===== config.mk =====
export PLATFORM = sky130hd
export DESIGN_NAME = force_wb_router
export DESIGN_NICKNAME = d
export VERILOG_FILES = /design/src/rtl/md_wb_pkg.sv /design/src/rtl/wb_sync_fifo.sv /design/src/rtl/force_wb_router.sv
export SDC_FILE = /design/constraint.sdc
export NUM_CORES = 2
export LEC_CHECK = 0
export CAP_MARGIN = 0
export CORE_ASPECT_RATIO = 0.6
export CORE_MARGIN = 4
export CORE_UTILIZATION = 55
export CTS_CLUSTER_SIZE = 20
export DETAILED_ROUTE_END_ITERATION = 7
export PLACE_DENSITY = 0.77
export SLEW_MARGIN = 10
export SYNTH_ARGS = -nofsm -noshare
export SYNTH_HDL_FRONTEND = slang
export SYNTH_SLANG_ARGS = --single-unit
export TNS_END_PERCENT = 20

===== constraint.sdc =====
create_clock -name clk -period 48.9 [get_ports clk]
set_input_delay 9.78 -clock clk [delete_from_list [all_inputs] [get_ports clk]]
set_output_delay 9.78 -clock clk [all_outputs]
set_load 0.05 [all_outputs]

===== src/rtl/md_wb_pkg.sv =====
// Shared widths, packet layouts and the cell-to-node mapping for the force writeback router.
package md_wb_pkg;

  localparam int DATA_WIDTH        = 32;
  localparam int CELL_ID_WIDTH     = 3;
  localparam int PARTICLE_ID_WIDTH = 7;
  localparam int NUM_CELL_X        = 3;
  localparam int NUM_CELL_Y        = 3;
  localparam int NUM_CELL_Z        = 3;
  localparam int NUM_NODES         = NUM_CELL_X * NUM_CELL_Y * NUM_CELL_Z;
  localparam int NODE_ID_WIDTH     = $clog2(NUM_NODES);
  localparam int ID_WIDTH          = 3 * CELL_ID_WIDTH + PARTICLE_ID_WIDTH;
  localparam int WB_WIDTH          = ID_WIDTH + 3 * DATA_WIDTH;
  localparam int NET_WIDTH         = NODE_ID_WIDTH + WB_WIDTH;

  typedef logic [CELL_ID_WIDTH-1:0]     cell_coord_t;
  typedef logic [NODE_ID_WIDTH-1:0]     node_id_t;
  typedef logic [PARTICLE_ID_WIDTH-1:0] pid_t;
  typedef logic [DATA_WIDTH-1:0]        force_t;

  // Writeback packet exactly as the distributor emits it.
  typedef struct packed {
    cell_coord_t cell_x;
    cell_coord_t cell_y;
    cell_coord_t cell_z;
    pid_t        pid;
    force_t      fz;
    force_t      fy;
    force_t      fx;
  } wb_pkt_t;

  // Packet offered to the ring: destination node prepended to the untouched writeback.
  typedef struct packed {
    node_id_t dest_node;
    wb_pkt_t  pkt;
  } net_pkt_t;

  // Coordinates are 1-based; 0 or anything beyond the grid is illegal.
  function automatic logic coord_ok(cell_coord_t c, int num_cells);
    return (c != '0) && (int'(c) <= num_cells);
  endfunction

  function automatic logic cell_ok(cell_coord_t cx, cell_coord_t cy, cell_coord_t cz);
    return coord_ok(cx, NUM_CELL_X) && coord_ok(cy, NUM_CELL_Y) && coord_ok(cz, NUM_CELL_Z);
  endfunction

  // Row-major linearisation of the 1-based cell coordinate, done at node-id width.
  function automatic node_id_t cell_to_node(cell_coord_t cx, cell_coord_t cy, cell_coord_t cz);
    node_id_t nx;
    node_id_t ny;
    node_id_t nz;
    nx = node_id_t'(cx) - node_id_t'(1);
    ny = node_id_t'(cy) - node_id_t'(1);
    nz = node_id_t'(cz) - node_id_t'(1);
    return nx * node_id_t'(NUM_CELL_Y * NUM_CELL_Z) + ny * node_id_t'(NUM_CELL_Z) + nz;
  endfunction

endpackage


===== src/rtl/wb_sync_fifo.sv =====
// Synchronous first-word-fall-through FIFO; head word is read straight from the
// storage registers and almost_full is a registered "SKID or fewer free entries" flag.
module wb_sync_fifo #(
  parameter int WIDTH = 8,
  parameter int DEPTH = 16,
  parameter int SKID  = 4
) (
  input  logic             clk,
  input  logic             rst,
  input  logic             push,
  input  logic [WIDTH-1:0] din,
  input  logic             pop,
  output logic [WIDTH-1:0] dout,
  output logic             full,
  output logic             empty,
  output logic             almost_full
);

  localparam int AW = $clog2(DEPTH);
  localparam logic [AW:0] AF_LEVEL = (AW+1)'(DEPTH - SKID);

  logic [WIDTH-1:0] mem [DEPTH];
  logic [AW:0]      wr_ptr;
  logic [AW:0]      rd_ptr;
  logic [AW:0]      wr_ptr_next;
  logic [AW:0]      rd_ptr_next;
  logic [AW:0]      count_next;
  logic             do_push;
  logic             do_pop;

  // Extra pointer MSB distinguishes full from empty when the index bits match.
  assign empty = (wr_ptr == rd_ptr);
  assign full  = (wr_ptr[AW] != rd_ptr[AW]) && (wr_ptr[AW-1:0] == rd_ptr[AW-1:0]);

  // Pop is resolved first, so a push into a full FIFO that is popping the same cycle still lands.
  assign do_pop  = pop && !empty;
  assign do_push = push && (!full || do_pop);

  // Head is forced to zero while empty so a flushed FIFO never shows stale data.
  assign dout = empty ? '0 : mem[rd_ptr[AW-1:0]];

  // Next pointers and the occupancy they imply, used for the registered almost-full flag.
  always_comb begin
    // NOTE: every signal written here gets a value on every path, otherwise a latch is inferred.
    wr_ptr_next = wr_ptr;
    rd_ptr_next = rd_ptr;
    if (do_push) wr_ptr_next = wr_ptr + {{AW{1'b0}}, 1'b1};
    if (do_pop)  rd_ptr_next = rd_ptr + {{AW{1'b0}}, 1'b1};
    count_next = wr_ptr_next - rd_ptr_next;
  end

  // Pointer and flag state; almost_full reads 1 in reset so the upstream sees "not ready".
  always_ff @(posedge clk) begin
    // NOTE: state registers use non-blocking assignment so every flop samples pre-edge values.
    if (rst) begin
      wr_ptr      <= '0;
      rd_ptr      <= '0;
      almost_full <= 1'b1;
    end else begin
      wr_ptr      <= wr_ptr_next;
      rd_ptr      <= rd_ptr_next;
      almost_full <= (count_next >= AF_LEVEL);
    end
  end

  // Storage array write port.
  always_ff @(posedge clk) begin
    // NOTE: storage is deliberately not reset; the pointers alone define which words are valid.
    if (do_push) mem[wr_ptr[AW-1:0]] <= din;
  end

endmodule


===== src/rtl/force_wb_router.sv =====
// Force writeback router: captures distributor writebacks, sends home-cell forces to the
// local force cache and queues remote packets, tagged with their node id, for the ring.
module force_wb_router
  import md_wb_pkg::*;
#(
  parameter int FIFO_DEPTH = 16,
  parameter int SKID       = 4
) (
  input  logic                          clk,
  input  logic                          rst,
  input  logic [3*CELL_ID_WIDTH-1:0]    home_cell_id,
  input  logic [WB_WIDTH-1:0]           wb_in,
  input  logic                          wb_in_valid,
  output logic                          ready_out,
  output logic                          local_wr_valid,
  output logic [PARTICLE_ID_WIDTH-1:0]  local_wr_pid,
  output logic [3*DATA_WIDTH-1:0]       local_wr_force,
  output logic                          net_valid,
  output logic [NET_WIDTH-1:0]          net_data,
  input  logic                          net_ready,
  output logic                          overflow_err
);

  wb_pkt_t  in_pkt;
  logic     in_ok;
  logic     in_local;
  logic     s1_valid;
  net_pkt_t s1_pkt;
  logic     fifo_full;
  logic     fifo_empty;
  logic     fifo_almost_full;
  logic     push_drop;

  assign in_pkt   = wb_pkt_t'(wb_in);
  assign in_ok    = cell_ok(in_pkt.cell_x, in_pkt.cell_y, in_pkt.cell_z);
  assign in_local = ({in_pkt.cell_x, in_pkt.cell_y, in_pkt.cell_z} == home_cell_id);

  // A remote packet is lost only if the FIFO is full and nothing leaves it this cycle.
  assign push_drop = s1_valid && fifo_full && !net_ready;

  // Control registers: local write strobe, remote stage-1 valid and the sticky error flag.
  always_ff @(posedge clk) begin
    if (rst) begin
      local_wr_valid <= 1'b0;
      local_wr_pid   <= '0;
      local_wr_force <= '0;
      s1_valid       <= 1'b0;
      overflow_err   <= 1'b0;
    end else begin
      local_wr_valid <= wb_in_valid && in_ok && in_local;
      s1_valid       <= wb_in_valid && in_ok && !in_local;
      if (wb_in_valid && in_ok && in_local) begin
        local_wr_pid   <= in_pkt.pid;
        local_wr_force <= {in_pkt.fz, in_pkt.fy, in_pkt.fx};
      end
      if (push_drop || (wb_in_valid && !in_ok)) overflow_err <= 1'b1;
    end
  end

  // Stage-1 datapath register for remote packets, tagged with the destination node.
  always_ff @(posedge clk) begin
    if (wb_in_valid) begin
      s1_pkt <= '{dest_node: cell_to_node(in_pkt.cell_x, in_pkt.cell_y, in_pkt.cell_z),
                  pkt:       in_pkt};
    end
  end

  wb_sync_fifo #(
    .WIDTH (NET_WIDTH),
    .DEPTH (FIFO_DEPTH),
    .SKID  (SKID)
  ) u_fifo (
    .clk         (clk),
    .rst         (rst),
    .push        (s1_valid),
    .din         (s1_pkt),
    .pop         (net_ready),
    .dout        (net_data),
    .full        (fifo_full),
    .empty       (fifo_empty),
    .almost_full (fifo_almost_full)
  );

  assign net_valid = !fifo_empty;
  assign ready_out = !fifo_almost_full;

endmodule

==> metrics.md <==
| Metric | Value |
|---|---|
| Cells after synthesis | 3,501 |
| Psw | 721 uW |
| Area of the die | 152,000 um2 |
| Total CTS buffers | 180 |
| DR vias | 38,327 |
| Cells on worst reg2reg path | 7 |
| Clk buf depth | 3 |
| Unique cell type count in the Yosys netlist | 43 |
| Critical path capture point type | primary output |
| Setup_tns | 0 ns |
| First-pass GRT wire length | 277,000 um |
| Cell Pwr Density | between 30 and 40 nW/um2 |
| Synth warnings | 0 |
| Hpwl dp | about 95,000 um |
| GRT Overall Usage | 25.4% |
| Hold buffers post-CTS | 0 |
| Synthesized Nets | about 3,700 |
| Met3 WL | about 18,000 um |
| Pleak | 27.4 nW |
| HP Class | reg2reg |
| H-tree levels | 4 |
| Routed wl met2 | 93,600 um |
| Synth top area share | 74.7% |
| Cells on Worst Hold Path | 2 |
| Die span in y | slightly above 300 um |
| DRC | 0 |
| Count leader, synth | edfxtp_1 |
| Die X | approximately 500 um |
| Clk pwr share | a little over 40% |
| Syn_area_per_cell | between 20 and 25 um2 |
| Internal power | between 2 and 3 mW |
| Status | finished, final reports clean |
| DR pass1 iterations | 6 |
| Number of vias per cell | 6.42 |
| M1 WL | ~75,000 um |
| Total wire length | 191,000 um |
| Switch share | about a fifth |
| Sink Count | about 2,100 |
| Final Hold Violating Endpoints | 0 |
| Seq/Total Area, Yosys | around 78% |
| Site Rows | around 110 |
| CTS root buf | clkbuf_16 |
| CTS clk-pin slew, worst paths | around 0.060 ns |
| Maximum vdd ir drop | about 27 uV |
| Max Slew Vio Count | 0 |
| Post-synth EDFFs | slightly below 2,000 |
| Routed WL per cell | approximately 32 um |
| Cell accounting for the most synthesized area | edfxtp_1 |
| Initial Utilization | between 50 and 60% |
| Clock Skew | about 0.029 ns |
| Grt ovf | 0 |
| Final Setup Violations | 0 |
| CP Data Required Time | a little under 40 ns |
| Achievable Freq | 62.0 MHz |
| Layout cells sized above 1 | between 20% and 30% |
| RSZ-0062 raised after global routing | no |
| Initial antenna violation count | 7 |
| DRT antenna net count | 0 |
| Worst path arrival time | 6.35 ns |
| Asr flop ratio synth | 0% |
| Sequential share of power | 56.9% |
| Final period util | around 33% |
| Worst skew pair latency | approximately 0.80 ns |
| Synthesized area | ~80,000 um2 |
| Drt initial violations | about 5,000 |
| Critical path class | reg2out |
| Startpoint Class | flip-flop |
| Synth cell count leaders | edfxtp_1, mux4_2, nor2b_1, dfxtp_1, clkbuf_1 |
| Crit path time final | 16.13 ns |
| Footprint of the multi-input gates | approximately 17,000 um2 |
| Placer Congestion | ~0.74 |
| IO Count | around 350 |
| Vias in the first global route | 39,082 |
| #FFs+latches synth | approximately 2,100 |
| Largest net degree at the start of global routing | 160 |
| Comb pwr share | under 10% |
| Max layer used | met5 |
| Area Growth Syn to Fin | 14.6% |
| Layout fillers | slightly above 9,000 |
| Crit Path Max Fanout | 46 |
| Total Nets Final | about 4,100 |
| Seq. cell area | a little over 60,000 um2 |
| Max-Cap Viols | 0 |
| CTS tree | yes |
| Worst-Margin Slew | ~1.2 ns |
| Prevailing post-synth register cell | edfxtp_1 |
| Synth area leaders | edfxtp_1, mux4_2, dfxtp_1, nor2b_1, a21oi_1 |
| Core area | 144,000 um2 |
| Number of input and output port buffers inserted | 348 |
| Post-CTS setup buffer count | 0 |
| Slew Limit Headroom | a little under a fifth |
| Final core utilization | around 63% |
| Resize count post-CTS | 0 |
==> placed cells by master, fill, tap and decap left out, types with 9 or more instances in the layout <==
cell type	instances
ha_1	29
nor2b_1	121
clkbuf_1	33
clkinv_2	26
buf_4	57
edfxtp_1	1989
o21ai_0	54
clkbuf_16	187
inv_1	23
clkinv_4	9
nand3_1	103
xnor2_1	20
bufinv_16	23
o21ai_1	51
dfxtp_1	113
clkdlybuf4s50_1	346
xor2_1	16
mux4_2	585
nor2_1	16
a21oi_1	106
clkinv_1	33
clkinvlp_4	11
==> sequential cells by signal (all words and copies together) (netlist names), named ones only <==
register / cells
overflow_err: 1
u_fifo.mem: 1872
u_fifo.rd_ptr: 5
u_fifo.wr_ptr: 4
u_fifo.almost_full: 1
local_wr_force: 96
s1_valid: 1
s1_pkt: 117
local_wr_pid: 7
local_wr_valid: 1
==> metal layers <==
layer | up-vias | GRT usage, %
met5 | - | 0.250
met4 | 4 | 7.00
met3 | 304 | 5.09
met2 | 2150 | 40.4
met1 | 20402 | 36.6
li1 | 15467 | -
==> worst max-delay path: stages, from the launching register on <==
cell             delay [ns]
dfxtp_4                0.96
buf_4                  0.82
buf_4                  0.79
buf_4                  0.79
mux4_2                 0.62
mux4_2                 0.50
nor2b_1                0.17
clkdlybuf4s50_1        0.74
==> final timing paths <==
path                                        start                         endpoint  slack [ns]
hold reg to reg   local_wr_force[35]$_SDFFE_PP0P_  local_wr_force[35]$_SDFFE_PP0P_        0.47
setup / recovery      u_fifo.rd_ptr[0]$_SDFF_PP0_                      net_data[4]       32.77
hold / removal    local_wr_force[35]$_SDFFE_PP0P_  local_wr_force[35]$_SDFFE_PP0P_        0.47
setup reg to reg      u_fifo.rd_ptr[3]$_SDFF_PP0_      u_fifo.mem[7][71]$_DFFE_PP_       43.90
==> cells by family (layout without fill, tap and decap cells) <==
logic type	after synthesis	after routing	share of synthesized area, %
fa+ha+maj	36	36	0.629
other cells	0	2	0
compound gates	222	222	1.44
mux	588	588	16.5
xor+xnor	37	37	0.415
simple gates	285	285	2.04
buf+inv	227	769	1.35
flops	2106	2106	77.6
==> cell type report <==
cell class / count / share of cell area (%)
Clock buffer: 224 / 5.30
Clock inverter: 112 / 1.36
Sequential cell: 2106 / 67.8
Inverter: 23 / 0.0942
Antenna cell: 2 / 0.00546
Tap cell: 1925 / 2.63
Multi-Input combinational cell: 1168 / 18.5
Timing Repair Buffer: 410 / 4.39
==> through the flow <==
step / cell area [um2] / setup slack [ns] / instances / hold WS [ns] / power [mW]
4_1_cts: 91600 / 32.50 / 5968 / 0.473 / 3.61
3_5_place_dp: 85500 / 33.43 / 5632 / 0.466 / 2.14
5_1_grt: 91600 / 32.18 / 5969 / 0.484 / 3.70
6_report: 91600 / 32.77 / 5970 / 0.472 / 3.58
3_3_place_gp: 85500 / 33.43 / 5632 / 0.457 / 2.14
2_1_floorplan: 80000 / 25.94 / 3501 / 0.538 / 2.10
==> power by group through the flow <==
stage                     clock network (mW)  registers [mW]  logic, mW
after floorplan                            0            2.06     0.0320
after global placement                     0            2.08     0.0626
after detailed placement                   0            2.08     0.0625
after CTS                               1.50            2.04     0.0635
after global routing                    1.59            2.04     0.0674
final                                   1.48            2.04     0.0628
(Power assumes the default switching activity.)
